`config.mk`:
```
export PLATFORM = sky130hd
export DESIGN_NAME = glb_pe_mcast
export DESIGN_NICKNAME = d
export VERILOG_FILES = /design/src/rtl/glb_pe_mcast.sv
export SDC_FILE = /design/constraint.sdc
export NUM_CORES = 1
export LEC_CHECK = 0
export ABC_AREA = 1
export CAP_MARGIN = 40
export CORE_MARGIN = 5
export CORE_UTILIZATION = 50
export CTS_CLUSTER_DIAMETER = 80
export CTS_CLUSTER_SIZE = 40
export DETAILED_ROUTE_END_ITERATION = 12
export PLACE_DENSITY_LB_ADDON = 0.25
export SYNTH_ARGS = -nofsm -noshare
export SYNTH_HDL_FRONTEND = slang
export SYNTH_SLANG_ARGS = --single-unit
```
`constraint.sdc`:
```
create_clock -name clk -period 13.1 [get_ports clk]
set_input_delay 2.62 -clock clk [delete_from_list [all_inputs] [get_ports clk]]
set_output_delay 2.62 -clock clk [all_outputs]
set_load 0.02 [all_outputs]
```
`src/rtl/glb_pe_mcast.sv`:
```
// Global PE: tag-filtered X-bus multicast receiver, weight/ifmap FIFOs and a weight-stationary MAC
// engine with vertical psum chaining. Optional build macro GLB_PE_SAT_EN enables saturating accumulation.

module glb_pe_fifo #(
    parameter int W     = 16,
    parameter int DEPTH = 8
) (
    input  logic         clk,
    input  logic         rst,
    input  logic         push,
    input  logic [W-1:0] din,
    input  logic         pop,
    output logic [W-1:0] dout,
    output logic         full,
    output logic         empty
);
    localparam int AW = $clog2(DEPTH);

    logic [W-1:0] mem_q [DEPTH];
    logic [AW:0]  wr_ptr_q, wr_ptr_d;
    logic [AW:0]  rd_ptr_q, rd_ptr_d;
    logic         do_push, do_pop;

    // Extra pointer bit distinguishes full from empty when the indices coincide.
    assign empty   = (wr_ptr_q == rd_ptr_q);
    assign full    = (wr_ptr_q[AW] != rd_ptr_q[AW]) && (wr_ptr_q[AW-1:0] == rd_ptr_q[AW-1:0]);
    assign do_push = push && !full;
    assign do_pop  = pop && !empty;
    assign dout    = mem_q[rd_ptr_q[AW-1:0]];

    always_comb begin
        wr_ptr_d = wr_ptr_q;
        rd_ptr_d = rd_ptr_q;
        if (do_push) wr_ptr_d = wr_ptr_q + (AW+1)'(1);
        if (do_pop)  rd_ptr_d = rd_ptr_q + (AW+1)'(1);
    end

    always_ff @(posedge clk or posedge rst) begin
        if (rst) begin
            wr_ptr_q <= '0;
            rd_ptr_q <= '0;
        end else begin
            wr_ptr_q <= wr_ptr_d;
            rd_ptr_q <= rd_ptr_d;
        end
    end

    // NOTE: payload storage is deliberately not reset; the pointers alone define which entries are valid.
    always_ff @(posedge clk) begin
        if (do_push) mem_q[wr_ptr_q[AW-1:0]] <= din;
    end
endmodule

module glb_pe_mcast #(
    parameter  int DATA_WIDTH = 16,
    parameter  int PSUM_WIDTH = 32,
    parameter  int NUM_COL    = 4,
    parameter  int FIFO_DEPTH = 8,
    parameter  int KMAX       = 8,
    localparam int TAG_W      = $clog2(NUM_COL) + 1,
    localparam int KW         = $clog2(KMAX) + 1
) (
    input  logic                  clk,
    input  logic                  rst,
    input  logic                  cfg_tag_vld,
    input  logic [TAG_W-1:0]      cfg_tag,
    input  logic                  cfg_tag_clr,
    output logic                  tag_lock,
    input  logic                  cfg_start,
    input  logic [KW-1:0]         cfg_klen,
    input  logic [15:0]           cfg_nout,
    input  logic                  cfg_external,
    output logic                  busy,
`ifdef GLB_PE_SAT_EN
    output logic                  sat_flag,
`endif
    input  logic                  bus_vld,
    input  logic [TAG_W-1:0]      bus_tag,
    input  logic                  bus_kind,
    input  logic [DATA_WIDTH-1:0] bus_data,
    output logic                  bus_rdy,
    input  logic                  psum_in_vld,
    input  logic [PSUM_WIDTH-1:0] psum_in,
    output logic                  psum_in_rdy,
    output logic                  psum_out_vld,
    output logic [PSUM_WIDTH-1:0] psum_out,
    input  logic                  psum_out_rdy
);
    localparam int KIW = $clog2(KMAX);
`ifdef GLB_PE_SAT_EN
    // One guard bit above the widest operand so the true sum is always representable before clamping.
    localparam int SW = ((PSUM_WIDTH > 2*DATA_WIDTH) ? PSUM_WIDTH : 2*DATA_WIDTH) + 1;
`else
    localparam int SW = PSUM_WIDTH;
`endif

    typedef enum logic [2:0] {ST_IDLE, ST_LOAD_W, ST_MAC, ST_PSUM, ST_OUT} state_e;

    state_e                  state_q, state_d;
    logic [TAG_W-1:0]        tag_q, tag_d;
    logic                    tag_lock_q, tag_lock_d;
    logic                    live_q, live_d;
    logic [KW-1:0]           k_q, k_d;
    logic [KW-1:0]           klen_q, klen_d;
    logic [15:0]             n_q, n_d;
    logic [15:0]             nout_q, nout_d;
    logic                    ext_q, ext_d;
    logic signed [PSUM_WIDTH-1:0] acc_q, acc_d;
    logic signed [DATA_WIDTH-1:0] w_q [KMAX];

    logic [DATA_WIDTH-1:0]   w_dout, x_dout;
    logic                    w_full, w_empty, x_full, x_empty;
    logic                    w_push, x_push, w_pop, x_pop, w_we;
    logic                    match, acc_en, ovf;
    logic signed [2*DATA_WIDTH-1:0] prod;
    logic signed [SW-1:0]    addend, sum_w;
    logic signed [PSUM_WIDTH-1:0] acc_sum;

    assign match = tag_lock_q && ((bus_tag == tag_q) || (bus_tag == {TAG_W{1'b1}}));
    // live_q keeps bus_rdy low while reset is asserted, without a combinational path from rst.
    assign bus_rdy = live_q && (!match || !(bus_kind ? x_full : w_full));
    assign w_push  = bus_vld && bus_rdy && match && !bus_kind;
    assign x_push  = bus_vld && bus_rdy && match && bus_kind;

    glb_pe_fifo #(.W(DATA_WIDTH), .DEPTH(FIFO_DEPTH)) u_w_fifo (
        .clk(clk), .rst(rst), .push(w_push), .din(bus_data), .pop(w_pop),
        .dout(w_dout), .full(w_full), .empty(w_empty)
    );
    glb_pe_fifo #(.W(DATA_WIDTH), .DEPTH(FIFO_DEPTH)) u_x_fifo (
        .clk(clk), .rst(rst), .push(x_push), .din(bus_data), .pop(x_pop),
        .dout(x_dout), .full(x_full), .empty(x_empty)
    );

    assign prod = w_q[k_q[KIW-1:0]] * $signed(x_dout);
    assign addend = (state_q == ST_MAC) ? SW'(prod) : SW'($signed(psum_in));
    assign sum_w  = SW'(acc_q) + addend;

`ifdef GLB_PE_SAT_EN
    logic [SW-PSUM_WIDTH:0] sum_hi;
    logic                   sat_flag_q, sat_flag_d;
    assign sum_hi   = sum_w[SW-1:PSUM_WIDTH-1];
    assign ovf      = !((&sum_hi) || !(|sum_hi));
    assign acc_sum  = !ovf ? sum_w[PSUM_WIDTH-1:0]
                    : (sum_w[SW-1] ? {1'b1, {(PSUM_WIDTH-1){1'b0}}} : {1'b0, {(PSUM_WIDTH-1){1'b1}}});
    assign sat_flag = sat_flag_q;
`else
    assign ovf     = 1'b0;
    assign acc_sum = sum_w;
`endif

    // Tag register: clear has priority and a locked tag is never overwritten.
    always_comb begin
        tag_d      = tag_q;
        tag_lock_d = tag_lock_q;
        live_d     = 1'b1;
        if (cfg_tag_clr) begin
            tag_lock_d = 1'b0;
        end else if (cfg_tag_vld && !tag_lock_q) begin
            tag_d      = cfg_tag;
            tag_lock_d = 1'b1;
        end
    end

    // NOTE: every signal driven here gets its default first, so no branch can infer a latch.
    always_comb begin
        state_d      = state_q;
        k_d          = k_q;
        klen_d       = klen_q;
        n_d          = n_q;
        nout_d       = nout_q;
        ext_d        = ext_q;
        acc_d        = acc_q;
        w_pop        = 1'b0;
        x_pop        = 1'b0;
        w_we         = 1'b0;
        acc_en       = 1'b0;
        psum_in_rdy  = 1'b0;
        psum_out_vld = 1'b0;
        unique case (state_q)
            ST_IDLE: begin
                if (cfg_start) begin
                    state_d = ST_LOAD_W;
                    k_d     = '0;
                    n_d     = '0;
                    ext_d   = cfg_external;
                    nout_d  = (cfg_nout == 16'd0) ? 16'd1 : cfg_nout;
                    if (cfg_klen == '0)                klen_d = KW'(1);
                    else if (cfg_klen > KW'(KMAX))     klen_d = KW'(KMAX);
                    else                               klen_d = cfg_klen;
                end
            end
            ST_LOAD_W: begin
                if (!w_empty) begin
                    w_pop = 1'b1;
                    w_we  = 1'b1;
                    if (k_q == klen_q - KW'(1)) begin
                        state_d = ST_MAC;
                        k_d     = '0;
                        acc_d   = '0;
                    end else begin
                        k_d = k_q + KW'(1);
                    end
                end
            end
            ST_MAC: begin
                if (!x_empty) begin
                    x_pop  = 1'b1;
                    acc_en = 1'b1;
                    if (k_q == klen_q - KW'(1)) begin
                        state_d = ST_PSUM;
                        k_d     = '0;
                    end else begin
                        k_d = k_q + KW'(1);
                    end
                end
            end
            ST_PSUM: begin
                if (ext_q) begin
                    state_d = ST_OUT;
                end else begin
                    psum_in_rdy = 1'b1;
                    if (psum_in_vld) begin
                        acc_en  = 1'b1;
                        state_d = ST_OUT;
                    end
                end
            end
            ST_OUT: begin
                psum_out_vld = 1'b1;
                if (psum_out_rdy) begin
                    if (n_q + 16'd1 == nout_q) begin
                        state_d = ST_IDLE;
                    end else begin
                        state_d = ST_MAC;
                        n_d     = n_q + 16'd1;
                        acc_d   = '0;
                    end
                end
            end
            default: state_d = ST_IDLE;
        endcase
        if (acc_en) acc_d = acc_sum;
    end

`ifdef GLB_PE_SAT_EN
    always_comb begin
        sat_flag_d = sat_flag_q;
        if (state_q == ST_IDLE && cfg_start) sat_flag_d = 1'b0;
        else if (acc_en && ovf)              sat_flag_d = 1'b1;
    end

    always_ff @(posedge clk or posedge rst) begin
        if (rst) sat_flag_q <= 1'b0;
        else     sat_flag_q <= sat_flag_d;
    end
`endif

    // NOTE: state registers use non-blocking '<=' so every flop samples pre-edge values.
    always_ff @(posedge clk or posedge rst) begin
        if (rst) begin
            state_q    <= ST_IDLE;
            tag_q      <= '0;
            tag_lock_q <= 1'b0;
            live_q     <= 1'b0;
            k_q        <= '0;
            klen_q     <= KW'(1);
            n_q        <= '0;
            nout_q     <= 16'd1;
            ext_q      <= 1'b0;
            acc_q      <= '0;
        end else begin
            state_q    <= state_d;
            tag_q      <= tag_d;
            tag_lock_q <= tag_lock_d;
            live_q     <= live_d;
            k_q        <= k_d;
            klen_q     <= klen_d;
            n_q        <= n_d;
            nout_q     <= nout_d;
            ext_q      <= ext_d;
            acc_q      <= acc_d;
        end
    end

    always_ff @(posedge clk) begin
        if (w_we) w_q[k_q[KIW-1:0]] <= $signed(w_dout);
    end

    assign tag_lock = tag_lock_q;
    assign busy     = (state_q != ST_IDLE);
    assign psum_out = acc_q;
endmodule

```
==> summary.txt <==
# setup viols final -> 0
Die Width -> 264 um
Placed cell area -> 0.0345 sq mm
Crit Path Max Fanout -> 16
Min-delay src -> nout_q[11]
Cell count after synthesis -> 3416
Synthesis-to-finish area growth -> 10.7%
Final Hold Vio Count -> 0
Hold_buf cts -> 0
WP data arrival -> 10.22 ns
CP required -> 13.57 ns
Multiplexer share of the synthesized area -> 0.105%
Setup ws final -> 3.34 ns
Commonest non-fill, non-tap cell in the layout -> nand2_1
GRT overflow -> 0
Asr flop ratio synth -> 20.2%
First-pass GRT wire length -> 127000 um
Status -> finished, final reports clean
Crit-path slowest cell -> nand4_1
CTS tree -> yes
Simple-gate share of the synthesized area -> 16.7%
Crit. End Element -> flop
Final Cell Area -> 0.0356 sq mm
Most frequent cells in the layout -> 725 x nand2_1, 580 x inv_1, 384 x edfxtp_1, 347 x nor2_1, 263 x fa_1
Row count -> 93
Cell depth of the worst flop-to-flop path -> 38
Yosys warns -> 0
Post-synthesis sequential area ratio -> 43.4%
Mapped Nets -> 3883
Hold Crit Depth -> 2
Slew headroom -> 36.0%
Vias in the first global route -> 23200
Total GRT Usage -> 22.6%
Layout cells sized above 1 -> 5.12%
Pre-CTS setup slack -> 3.50 ns
Flops & latches, synth -> 481
Cell Count, Final, Fillers Out -> 4391
Post-synth EDFFs -> 384
Antenna violations before repair -> 0
Post-route setup TNS -> 0 ns
Tightest Pin Transition -> 0.956 ns
Clk Latency, worst-skew pair -> 0.64 ns
Worst setup SP type -> flop
Num CTS Buffers -> 24
DRT antenna net count -> 0
Fin crit share -> 74.5%
Nets -> 3986
I/O pins -> 121
Inserted Diodes -> 0
Unrepaired setup endpoints after global routing -> false
Clock skew -> 0.0643 ns
CP most frequent cell -> nand2_1
DP HPWL -> 57500 um
Drt pass-1 iters -> 6
GP Congestion -> 0.937
Vias per inst -> 5.35
Critical Path Max Stage Delay -> 0.74 ns
Largest family of logic cells by synthesized area -> adder cells
Largest net degree at the start of global routing -> 68
Final min period -> 9.76 ns
Reg-to-reg critical path startpoint -> k_q[0]
Synth Area in Adders -> 21.1%
Hold endpoint -> nout_q[11]
Synth Area per Inst -> 9.41 sq um
Post-synthesis cell area -> 0.0321 sq mm
Clk sink count -> 481
Initial Util -> 50.1%
Die ar. -> 0.0694 sq mm
WS Path Type -> reg -> reg
Final wirelength -> 79500 um
IO Port Bufs -> 120
Flop2flop setup slack -> 3.34 ns
Clock tree root driver cell -> clkbuf_16
Pins Over Slew Limit -> 0
Via count -> 23500
Worst Hold Class -> reg -> reg
Post-Synth XOR/XNOR Area -> 1.55%
Post-CTS setup buffers -> 0
Clock Tree Buf Depth -> 3
Resized cells post-CTS -> 0
H-Tree Depth -> 1
Initial drt markers -> 1935
Core area -> 0.0641 sq mm
Chip Height -> 264 um
Routed WL per cell -> 18.1 um
Placed Instances -> 4347
Netlist cell types -> 50
MaxCap Viol Count -> 0
Primary FF master, synth -> edfxtp_1
Clk slew on worst S/H paths -> 0.12 ns
Critical R2R Capture -> psum_out[31]
Max Clk Rate -> 103 MHz
Drt drc -> 0
Synth Area in Compound Gates -> 8.55%
==> per-layer routing <==
metal	wire length (um)	GRT usage (%)	vias to the layer above
met5	0	0	-
li1	-	-	11200
met2	37700	37.8	772
met4	1630	4.39	0
met3	4850	2.45	100
met1	35300	32.6	11400
==> cells in the mapped netlist, types with 34 or more instances <==
library cell / count / area, sq um
a31oi_1: 34 / 213
nand2_1: 725 / 2720
clkbuf_1: 51 / 191
fa_1: 263 / 5270
ha_1: 120 / 1500
edfxtp_1: 384 / 11500
nand3_1: 127 / 636
a21oi_1: 95 / 475
buf_2: 57 / 285
inv_1: 582 / 2180
o22ai_1: 37 / 231
dfrtp_1: 95 / 2380
nor2_1: 348 / 1310
o21ai_0: 206 / 1030
==> metrics by stage <==
stage | utilization, % | hold WS [ns]
detailed placement | 53.9 | 0.482
finish | 55.5 | 0.500
floorplan | - | 0.444
CTS | 55.5 | 0.507
global placement | 53.6 | 0.477
global route | 55.5 | 0.518
==> registers in the layout (all words and copies together), names as in the netlist <==
name and flops:
u_w_fifo.mem_q 128, u_x_fifo.mem_q 128, w_q 128, psum_out 32, n_q 16, nout_q 16, k_q 4, klen_q 4
u_w_fifo.rd_ptr_q 4, u_w_fifo.wr_ptr_q 4, u_x_fifo.rd_ptr_q 4, u_x_fifo.wr_ptr_q 4, state_q 3, tag_q 3, ext_q 1, live_q 1
tag_lock 1
==> worst max-delay path: cells and delay by family (launching register included) <==
family / cells / cell delay (ns)
flops: 1 / 0.65
xor+xnor: 1 / 0.21
buf+inv: 7 / 0.88
fa+ha+maj: 8 / 3.72
compound gates: 5 / 1.14
simple gates: 17 / 2.98
==> worst max-delay path by stage <==
stage / from / to / slack (ns) / cells past startpoint
2_1_floorplan: u_x_fifo.rd_ptr_q[1] / psum_out[31] / 5.29 / 42
3_3_place_gp: k_q[0] / psum_out[31] / 3.51 / 38
3_5_place_dp: k_q[0] / psum_out[31] / 3.50 / 38
4_1_cts: k_q[0] / psum_out[31] / 3.43 / 38
5_1_grt: k_q[0] / psum_out[31] / 2.73 / 38
6_report: k_q[0] / psum_out[31] / 3.34 / 38
==> cells by family (layout without fill, tap and decap cells) <==
group                    Yosys count  after routing
other                              1              1
buffers and inverters            705            825
AO/OA/AOI/OAI                    476            476
AND/OR/NAND/NOR                 1312           1312
adder cells (fa/ha/maj)          383            383
flip-flops                       481            481
multiplexers                       3              3
XOR/XNOR                          55             55
==> cell type report <==
type,instances,area (sq um)
clock buffers,24,601
clock inverters,19,414
fillers,5670,28600
inverters,591,2220
multi-input cells,2230,15500
flip-flops and latches,481,14000
well taps,855,1070
repair buffers,191,1800
Power is left out: the tool's default activity adds up to more than one toggle a clock period on the data nets, which glitch-free logic cannot reach.
==> RTL change (same flow settings) <==
Re-encode `state_e` (5 states) as one-hot, 5 bits wide.
--- a/src/rtl/glb_pe_mcast.sv
+++ b/src/rtl/glb_pe_mcast.sv
@@ -94,7 +94,7 @@
     localparam int SW = PSUM_WIDTH;
 `endif
 
-    typedef enum logic [2:0] {ST_IDLE, ST_LOAD_W, ST_MAC, ST_PSUM, ST_OUT} state_e;
+    typedef enum logic [4:0] {ST_IDLE = 5'b00001, ST_LOAD_W = 5'b00010, ST_MAC = 5'b00100, ST_PSUM = 5'b01000, ST_OUT = 5'b10000} state_e;
 
     state_e                  state_q, state_d;
     logic [TAG_W-1:0]        tag_q, tag_d;
Behaviour: same outputs for any inputs over 4 cycles, from zero or initial values and one cycle with rst high; so few cycles prove little.
==> RTL change against the unedited design <==
Routed wire length up 2.0%; worst setup slack got worse by 250 ps; sequential cell count rose by 2; synthesized area rose by 0.60%; cell area grew 1.1%; highest routed layer unchanged.
Power is left out: the tool's default activity adds up to more than one toggle a clock period on the data nets, which glitch-free logic cannot reach.
==> RTL change: results (changes against the unedited design) <==
final_layout:
  drive_above_1_share_pct: 5.955  # was 5.119%
  fin_nets: 3991  # was 3,986
  multi_input_cells: 2214  # was 2,230
  areaGrowthSynthToFinish_pct: 11.18  # was 10.66%
  non_clock_buffer_count: 195  # was 191
  seqCellArea_um2: 14010  # was 13,960 µm²
  clock_cell_area_share_pct: 2.969  # was 2.853%
  diodes: 0  # unchanged
  nonClkBufAreaFrac_pct: 5.336  # was 5.066%
  inverters: 605  # was 591
  fillCellCount: 5660  # was 5,670
  multi_input_area_um2: 15600  # was 15,490 µm²
global_route:
  use_met3_pct: 1.956  # was 2.449%
  grt_pass1_vias: 23560  # was 23,200
  grt_pass1_wl_um: 129500  # was 127,100 µm
  met1_usage_pct: 32.63  # was 32.59%
  grtUsageTotal_pct: 23.07  # was 22.62%
  met2_usage_pct: 38.82  # was 37.85%
yosys:
  synth-edff-count: 384  # unchanged
  synth.distinct_cells: 57  # was 50
  yosysSeqAreaShare_pct: 43.34  # was 43.44%
  ys_warn_count: 0  # unchanged
  synthTopCellsByCount: "nand2_1, inv_1, edfxtp_1"  # unchanged
  synthTopCellsByArea: "edfxtp_1, fa_1, nand2_1, dfrtp_1, inv_1"  # unchanged
  async_flop_share_pct: 20.50  # was 20.17%
  syn_nets: 3884  # was 3,883
  syn_area_um2: 32330  # was 32,140 µm²
clock_tree:
  clk_path_buf_depth: 3  # unchanged
  path_clk_slew_ps: 120  # about the same
  cts_buffers: 25  # was 24
  root_buffer: "clkbuf_16"  # unchanged
  clock_sinks: 483  # was 481
  htreeDepth: 1  # unchanged
critical_path:
  critical_path.startpoint: "k_q[1]"  # was k_q[0]
  cp_top_family: "adder cells"  # unchanged
  rrSetupSlack_ps: 3090  # was 3340 ps
  reg2reg_depth: 39  # was 38
  slowest_delay_ps: 740  # about the same
  cp-endpoint: "psum_out[27]"  # was psum_out[31]
  crit_arrival_ps: 10500  # was 10,220 ps
route:
  drtIter0Drc: 1869  # was 1,935
  routedWlPerCell_um: 18.43  # was 18.10 µm
  vias_per_cell: 5.350  # was 5.353
  route.met2.wl_um: 39340  # was 37,740 µm
  drt_first_pass_iters: 5  # was 6
  wl_met3_um: 4159  # was 4854 µm
  wl_met1_um: 35110  # was 35,250 µm
status:
  status: "finished clean"  # unchanged
sta:
  worst_pin_slew_ps: 1004  # was 956.2 ps
  finClkSkew_ps: 45.64  # was 64.28 ps
worst_hold_path:
  holdCritStartpoint: "u_x_fifo.rd_ptr_q[3]"  # was nout_q[11]
  hp-class: "reg -> reg"  # unchanged
  hold_path_depth: 1  # was 2
  hold_end: "u_x_fifo.rd_ptr_q[3]"  # was nout_q[11]
place:
  place_congestion: 0.9466  # was 0.9370
  dp_hpwl_um: 58970  # was 57,550 µm
  dpl-instance-area_um2: 34880  # was 34,540 µm²
  port_buffers: 120  # unchanged
[RTL change: cell types whose count changed in the layout (fill, tap and decap cells not counted), moves of 9 or more]
| cell | before | now |
|---|---|---|
| nor2_1 | 347 | 324 |
| nand2_1 | 725 | 710 |
| inv_1 | 580 | 594 |
| o21a_1 | 0 | 11 |
| o21bai_1 | 19 | 9 |
| nand3_1 | 127 | 118 |
| nand3_2 | 1 | 10 |
| o21ai_1 | 15 | 24 |
[RTL change: cell families after synthesis]
| family | synth area share (%) |
|---|---|
| flops | 43.34 |
| other cells | 0.01160 |
| buf+inv | 8.719 |
| simple gates | 16.64 |
| xor+xnor | 1.509 |
| mux | 0.1354 |
| fa+ha+maj | 20.93 |
| compound gates | 8.715 |
[RTL change: through the flow]
step                util (%)  instances  setup WS [ps]  hold WS [ps]
detailed placement     54.30       4352           3275         474.9
global placement       53.78       4328           3254         473.0
global route           55.96       4398           2306         532.7
CTS                    55.96       4398           3182         502.3
floorplan                  -       3417           5422         443.6
finish                 55.96       4398           3093         498.9
